## config.mk

```make
export PLATFORM = sky130hd
export DESIGN_NAME = div_gen
export DESIGN_NICKNAME = d
export VERILOG_FILES = /design/src/rtl/div_gen.sv
export SDC_FILE = /design/constraint.sdc
export NUM_CORES = 1
export LEC_CHECK = 0
export BUFFER_PORTS_ARGS = -buffer_cell sky130_fd_sc_hd__buf_2
export CORE_MARGIN = 5
export CORE_UTILIZATION = 42
export DETAILED_ROUTE_END_ITERATION = 12
export GPL_ROUTABILITY_DRIVEN = 1
export MAX_ROUTING_LAYER = met4
export PLACE_DENSITY_LB_ADDON = 0.2
export SLEW_MARGIN = 20
export SYNTH_ARGS = -nofsm -noshare
export SYNTH_HDL_FRONTEND = slang
export SYNTH_SLANG_ARGS = --single-unit
export TNS_END_PERCENT = 10
```

## constraint.sdc

```tcl
create_clock -name aclk -period 13.8 [get_ports aclk]
set_clock_uncertainty 0.05 [all_clocks]
set_input_delay 0.69 -clock aclk [delete_from_list [all_inputs] [get_ports aclk]]
set_output_delay 0.69 -clock aclk [all_outputs]
set_load 0.005 [all_outputs]
```

## src/rtl/div_gen.sv

```systemverilog
// Fully pipelined signed divider: sign/magnitude stage, DATA_W restoring stages,
// sign-correction stage and output register. One operation per clock, fixed latency.
module div_gen #(
  parameter int unsigned DATA_W  = 8,
  parameter int unsigned LATENCY = DATA_W + 2
) (
  input  logic                  aclk,
  input  logic                  areset,
  input  logic [DATA_W-1:0]     s_axis_dividend_tdata,
  input  logic                  s_axis_dividend_tvalid,
  input  logic [DATA_W-1:0]     s_axis_divisor_tdata,
  input  logic                  s_axis_divisor_tvalid,
  output logic [2*DATA_W-1:0]   m_axis_dout_tdata,
  output logic                  m_axis_dout_tvalid
);

  if (LATENCY != DATA_W + 2) begin : g_bad_latency
    $error("div_gen: LATENCY must equal DATA_W+2");
  end

  // Index 0 is the sign/magnitude stage, 1..DATA_W are the restoring stages.
  logic              vld_d  [0:DATA_W];
  logic              vld_q  [0:DATA_W];
  logic [DATA_W-1:0] num_d  [0:DATA_W];
  logic [DATA_W-1:0] num_q  [0:DATA_W];
  logic [DATA_W-1:0] quo_d  [0:DATA_W];
  logic [DATA_W-1:0] quo_q  [0:DATA_W];
  logic [DATA_W-1:0] rem_d  [0:DATA_W];
  logic [DATA_W-1:0] rem_q  [0:DATA_W];
  logic [DATA_W:0]   den_d  [0:DATA_W];
  logic [DATA_W:0]   den_q  [0:DATA_W];
  logic              qneg_d [0:DATA_W];
  logic              qneg_q [0:DATA_W];
  logic              rneg_d [0:DATA_W];
  logic              rneg_q [0:DATA_W];
  logic              dz_d   [0:DATA_W];
  logic              dz_q   [0:DATA_W];

  logic                sc_vld_d, sc_vld_q;
  logic [2*DATA_W-1:0] sc_data_d, sc_data_q;
  logic                out_vld_q;
  logic [2*DATA_W-1:0] out_data_d, out_data_q;

  logic              a_neg, b_neg;
  logic [DATA_W:0]   b_ext;
  logic [DATA_W:0]   trial;
  logic [DATA_W-1:0] q_fix, r_fix;

  always_comb begin
    a_neg = s_axis_dividend_tdata[DATA_W-1];
    b_neg = s_axis_divisor_tdata[DATA_W-1];
    b_ext = {b_neg, s_axis_divisor_tdata};

    // An unsigned reading of the DATA_W-bit negation is the exact magnitude, even for -2^(W-1).
    vld_d[0]  = s_axis_dividend_tvalid & s_axis_divisor_tvalid;
    num_d[0]  = a_neg ? -s_axis_dividend_tdata : s_axis_dividend_tdata;
    quo_d[0]  = '0;
    rem_d[0]  = '0;
    den_d[0]  = b_neg ? -b_ext : b_ext;
    qneg_d[0] = a_neg ^ b_neg;
    rneg_d[0] = a_neg;
    dz_d[0]   = (s_axis_divisor_tdata == '0);

    trial = '0;
    for (int s = 1; s <= DATA_W; s++) begin
      trial     = {rem_q[s-1], num_q[s-1][DATA_W-1]};
      vld_d[s]  = vld_q[s-1];
      num_d[s]  = num_q[s-1] << 1;
      den_d[s]  = den_q[s-1];
      qneg_d[s] = qneg_q[s-1];
      rneg_d[s] = rneg_q[s-1];
      dz_d[s]   = dz_q[s-1];
      if (trial >= den_q[s-1]) begin
        rem_d[s] = DATA_W'(trial - den_q[s-1]);
        quo_d[s] = {quo_q[s-1][DATA_W-2:0], 1'b1};
      end else begin
        rem_d[s] = DATA_W'(trial);
        quo_d[s] = {quo_q[s-1][DATA_W-2:0], 1'b0};
      end
    end

    q_fix = qneg_q[DATA_W] ? -quo_q[DATA_W] : quo_q[DATA_W];
    if (dz_q[DATA_W]) q_fix = '1;
    r_fix = rneg_q[DATA_W] ? -rem_q[DATA_W] : rem_q[DATA_W];

    sc_vld_d   = vld_q[DATA_W];
    sc_data_d  = {q_fix, r_fix};
    out_data_d = sc_vld_q ? sc_data_q : out_data_q;
  end

  always_ff @(posedge aclk or posedge areset) begin
    if (areset) begin
      for (int s = 0; s <= DATA_W; s++) begin
        vld_q[s]  <= 1'b0;
        num_q[s]  <= '0;
        quo_q[s]  <= '0;
        rem_q[s]  <= '0;
        den_q[s]  <= '0;
        qneg_q[s] <= 1'b0;
        rneg_q[s] <= 1'b0;
        dz_q[s]   <= 1'b0;
      end
      sc_vld_q   <= 1'b0;
      sc_data_q  <= '0;
      out_vld_q  <= 1'b0;
      out_data_q <= '0;
    end else begin
      for (int s = 0; s <= DATA_W; s++) begin
        vld_q[s]  <= vld_d[s];
        num_q[s]  <= num_d[s];
        quo_q[s]  <= quo_d[s];
        rem_q[s]  <= rem_d[s];
        den_q[s]  <= den_d[s];
        qneg_q[s] <= qneg_d[s];
        rneg_q[s] <= rneg_d[s];
        dz_q[s]   <= dz_d[s];
      end
      sc_vld_q   <= sc_vld_d;
      sc_data_q  <= sc_data_d;
      out_vld_q  <= sc_vld_q;
      out_data_q <= out_data_d;
    end
  end

  assign m_axis_dout_tvalid = out_vld_q;
  assign m_axis_dout_tdata  = out_data_q;

endmodule

```

* Yosys cells after proc, flatten, opt, wreduce, memory -nomap -nowiden
Cells that the tools add are included.
Word-level totals: bits in registers 278, bits of input ports 20, output and inout bits 17, word-level logic and storage cells 116
Cells by class: add/sub/neg operators 12, magnitude comparators 8, multiplexer cells 21, bitwise logic cells 2, reduce and logical (&&, ||, !) cells 1
Operators with widths (count):
- two-way mux 8 bit | 12
- greater-or-equal comparator 9 bit | 7
- subtractor 8 bit | 7
- negation 8 bit | 3
- greater-or-equal comparator 1 x 9 -> 1 bit | 1
- two-way mux 9 bit | 1
- negation 9 bit | 1
- zero test 8 bit | 1
- two-way mux 1 bit | 8
- subtractor 1 x 8 -> 8 bit | 1
- AND 1 bit | 1
- bitwise XOR 1 bit | 1

* Depth between registers and ports, before layout
depth after elaboration 3, gate-level depth with buffers 8, depth with buffers taken out 8

* Worst setup path after synthesis
Ideal clock, no wire load.
path kind reg-to-reg, from register den_q, in the netlist den_d[9], to register rem_q[14] (netlist bit), setup time 125 ps, arrival 1832 ps, required time 13625 ps, setup slack 11793 ps, cell stages (with the launch flop) 8, path buffers 0, period minus slack after synthesis 2007 ps, cells stage by stage dfrtp_1 -> ha_1 -> fa_1 -> nor2b_1 -> o31a_1 -> nor4_1 -> a311o_1 -> mux2_4
RTL lines:
- start: declaration | RTL line 31 | logic [DATA_W:0] den_q [0:DATA_W];
- start signal: indexed assignment | RTL line 113 | den_q[s] <= den_d[s];
- end signal: indexed assignment | RTL line 112 | rem_q[s] <= rem_d[s];
- end: declaration | RTL line 29 | logic [DATA_W-1:0] rem_q [0:DATA_W];

==> impl_metrics.ini <==
[outcome]
status = complete, no violations

[setup_path]
path_max_fanout = 3
critPathKind = register to register
end_kind = register
arrival_ps = 2600
cp_data_required_time_ps = 14170
critPathLaunchType = register

[final_layout]
multi_input_area_mm2 = 0.00447
area_growth_pct = 14.4
drive_gt1_share_pct = 20.1
seq_area_mm2 = 0.00696
fillers = 2437
layout_common_cells = dfrtp_1 (278), inv_1 (89), ha_1 (69)
nets = 1059
final_common_cell = dfrtp_1
diodes = 0

[die]
die_h_um = 178
die_x_um = 178
io-pin-count = 37
die_area_mm2 = 0.0317
initial_utilization_pct = 42.6
rows = 61
fp.coreArea_mm2 = 0.0279

[logic_synthesis]
syn_avg_cell_area_um2 = 13.1
async_flop_share_pct = 100
synth_fa_ha_area_share_pct = 8.46
synth_top_family_by_area = compound AO/OA/AOI/OAI gates
synth_xor_area_share_pct = 3.25
synth_edf_count = 0
muxShareOfSynthArea_pct = 8.10
synth_ff_type = dfrtp_1
synth-compound-area-share_pct = 10.6
ys_warn_count = 0
syn_nets = 1002
ys_ff_latch = 278
ys_types = 53
netlist_area_mm2 = 0.0119
synth_cells = 906
ys_seq_area_share_pct = 58.6
yosys.area_share.simple_pct = 7.28

[timing]
setup_violations = 0
period_needed_ps = 2230
rsz0062_at_grt = no
final-hold-violation-count = 0
slew_violations = 0
tns_ps = 0
tightest_slew_ps = 934
whs_ps = 235
period_share_pct = 16.1
max_freq_mhz = 449
max_slew_margin_pct = 37.7

[detailed_routing]
wirelength_um = 18900
wl_per_cell_um = 13.8
drtPass1Iterations = 4
drc_errors = 0
vias = 6676
drtIter0Drc = 274
ant_nets = 0
vias_per_cell = 4.89

[grt]
use_met2_pct = 23.1
top_usage_layer = met2
antenna_found_initial = 0
overflow = 0
grt_pass1_wl_um = 33200
grt_use_met1_pct = 15.0
first_global_vias = 6922
track_usage_pct = 12.9
grt_start_max_net_pins = 142
grt_use_met3_pct = 2.16

[power]
p_switching_w = 0.000756
p_per_area_mw_per_mm2 = 193
combPwrFrac_pct = 28.1
power_frac_clock_pct = 32.4
power.internal_w = 0.00187
power.leakage_nw = 6.53
switching_share_pct = 28.8
vdd_drop_max_mv = 0.100
p_seq_share_pct = 39.4

[place]
gp_congestion = 0.789
io_buffers = 36
hpwl_um = 13500

[clocking]
numCtsBuffers = 29
clkSinkCount = 278
cts_tree = built
clockBufferDepth = 3
postCtsSetupBuffers = 0
postCtsHoldBufs = 0
clkTransAtPathRegs_ps = 60
cts_htree_levels = 1
clk_latency_ps = 540
cts_resized = 0
cts-root-buf = clkbuf_16

[flow_run]
drv_cap = 0

[worst_hold_path]
hold_class = input pin to register
-- state kept, by name (all words and copies together) (netlist names), 8 cells and up --
register and count:
sc_data_q 16, quo_q 36, dz_d 8, rneg_d 8, m_axis_dout_tdata 16, num_q 8, vld_d 8, num_d 28
rem_q 64, qneg_d 8, den_d 72
-- logic make-up after synthesis --
| kind of cell | count (synthesis) |
|---|---|
| AOI/OAI and AO/OA | 153 |
| xor gates and xnor gates | 44 |
| adders and majority gates | 76 |
| buffers and inverters | 111 |
| DFF | 278 |
| muxes | 73 |
| other | 1 |
| and+or+nand+nor | 170 |
-- critical path, cell delays in order, from the launching register on --
cell and delay, ps:
dfrtp_1 360, inv_1 60, ha_1 220, fa_1 420
nor2b_1 170, o31a_1 190, nor4_1 60, a311o_1 320
mux2_4 250
-- cells in the mapped netlist, types with 3 or more instances --
cell type | n | share of area (%)
nand2_1 | 39 | 1.2
o21a_1 | 14 | 0.89
nor2b_1 | 14 | 0.74
o211ai_2 | 7 | 0.74
o31a_1 | 6 | 0.44
xor2_1 | 7 | 0.52
a211o_1 | 7 | 0.52
fa_1 | 7 | 1.2
clkbuf_1 | 4 | 0.13
mux2i_1 | 15 | 1.3
buf_2 | 3 | 0.13
a21oi_2 | 8 | 0.59
inv_2 | 9 | 0.28
nor3_1 | 19 | 0.80
a21boi_0 | 3 | 0.19
nand4_1 | 14 | 0.74
mux2_2 | 16 | 1.5
nor2_1 | 31 | 0.98
o21ai_4 | 7 | 0.96
xnor2_1 | 37 | 2.7
nor4_1 | 11 | 0.58
o21ai_1 | 5 | 0.21
a311o_1 | 11 | 0.93
a21o_1 | 6 | 0.38
nand3_1 | 7 | 0.30
a21oi_4 | 5 | 0.69
o21ai_0 | 15 | 0.63
a211oi_1 | 7 | 0.44
clkbuf_2 | 4 | 0.17
ha_1 | 69 | 7.3
o31ai_1 | 5 | 0.32
nor2_2 | 7 | 0.37
o211ai_1 | 9 | 0.57
mux2_4 | 42 | 5.3
inv_1 | 90 | 2.8
dfrtp_1 | 278 | 59
or3_1 | 3 | 0.16
nand2b_1 | 19 | 1.0
a21oi_1 | 25 | 1.1
o311a_1 | 6 | 0.51
-- metrics by stage --
stage	instances	worst slack, ps	total power, W	instance area [um^2]	util [%]
after floorplan	906	5390	0.00164	11900	-
after global placement	1310	11200	0.00179	12500	44.8
after detailed placement	1310	11170	0.00180	12500	44.8
after CTS	1364	11570	0.00267	13600	48.7
after global routing	1364	11450	0.00279	13600	48.7
final	1364	11570	0.00263	13600	48.7
-- layout make-up --
| type | count | share of cell area (%) |
|---|---|---|
| flip-flops and latches | 278 | 51.2 |
| well taps | 378 | 3.48 |
| repair buffers | 38 | 1.47 |
| clock inverters | 17 | 1.99 |
| clock buffers | 37 | 6.08 |
| multi-input cells | 517 | 32.9 |
| inverters | 99 | 2.79 |
-- layer usage --
layer  routed length (um)  vias to the layer above
met5                    0                        -
met4                  492                        0
met3                  593                       40
met2                10000                       77
met1                 7730                     3329
li1                     -                     3230
-- final timing paths --
path,start,cells after the start,slack (ps),endpoint
setup reg to reg,num_q[23],8,11570,rem_q[14]
hold reg to reg,quo_q[49],0,290,quo_q[42]
max in group asynchronous,areset,3,12100,sc_data_q[5]
setup / recovery,num_q[23],8,11570,rem_q[14]
hold / removal,s_axis_divisor_tdata[0],1,240,den_d[63]
min in group asynchronous,areset,2,280,rneg_d[7]
-- power groups by stage --
stage / combinational [W] / sequential [W] / clock, W
finish: 0.000739 / 0.00104 / 0.000851
floorplan: 0.000611 / 0.00103 / 0
global route: 0.000822 / 0.00105 / 0.000917
CTS: 0.000749 / 0.00104 / 0.000882
detailed placement: 0.000744 / 0.00105 / 0
global placement: 0.000735 / 0.00105 / 0
Power figures use the tool's default switching activity.
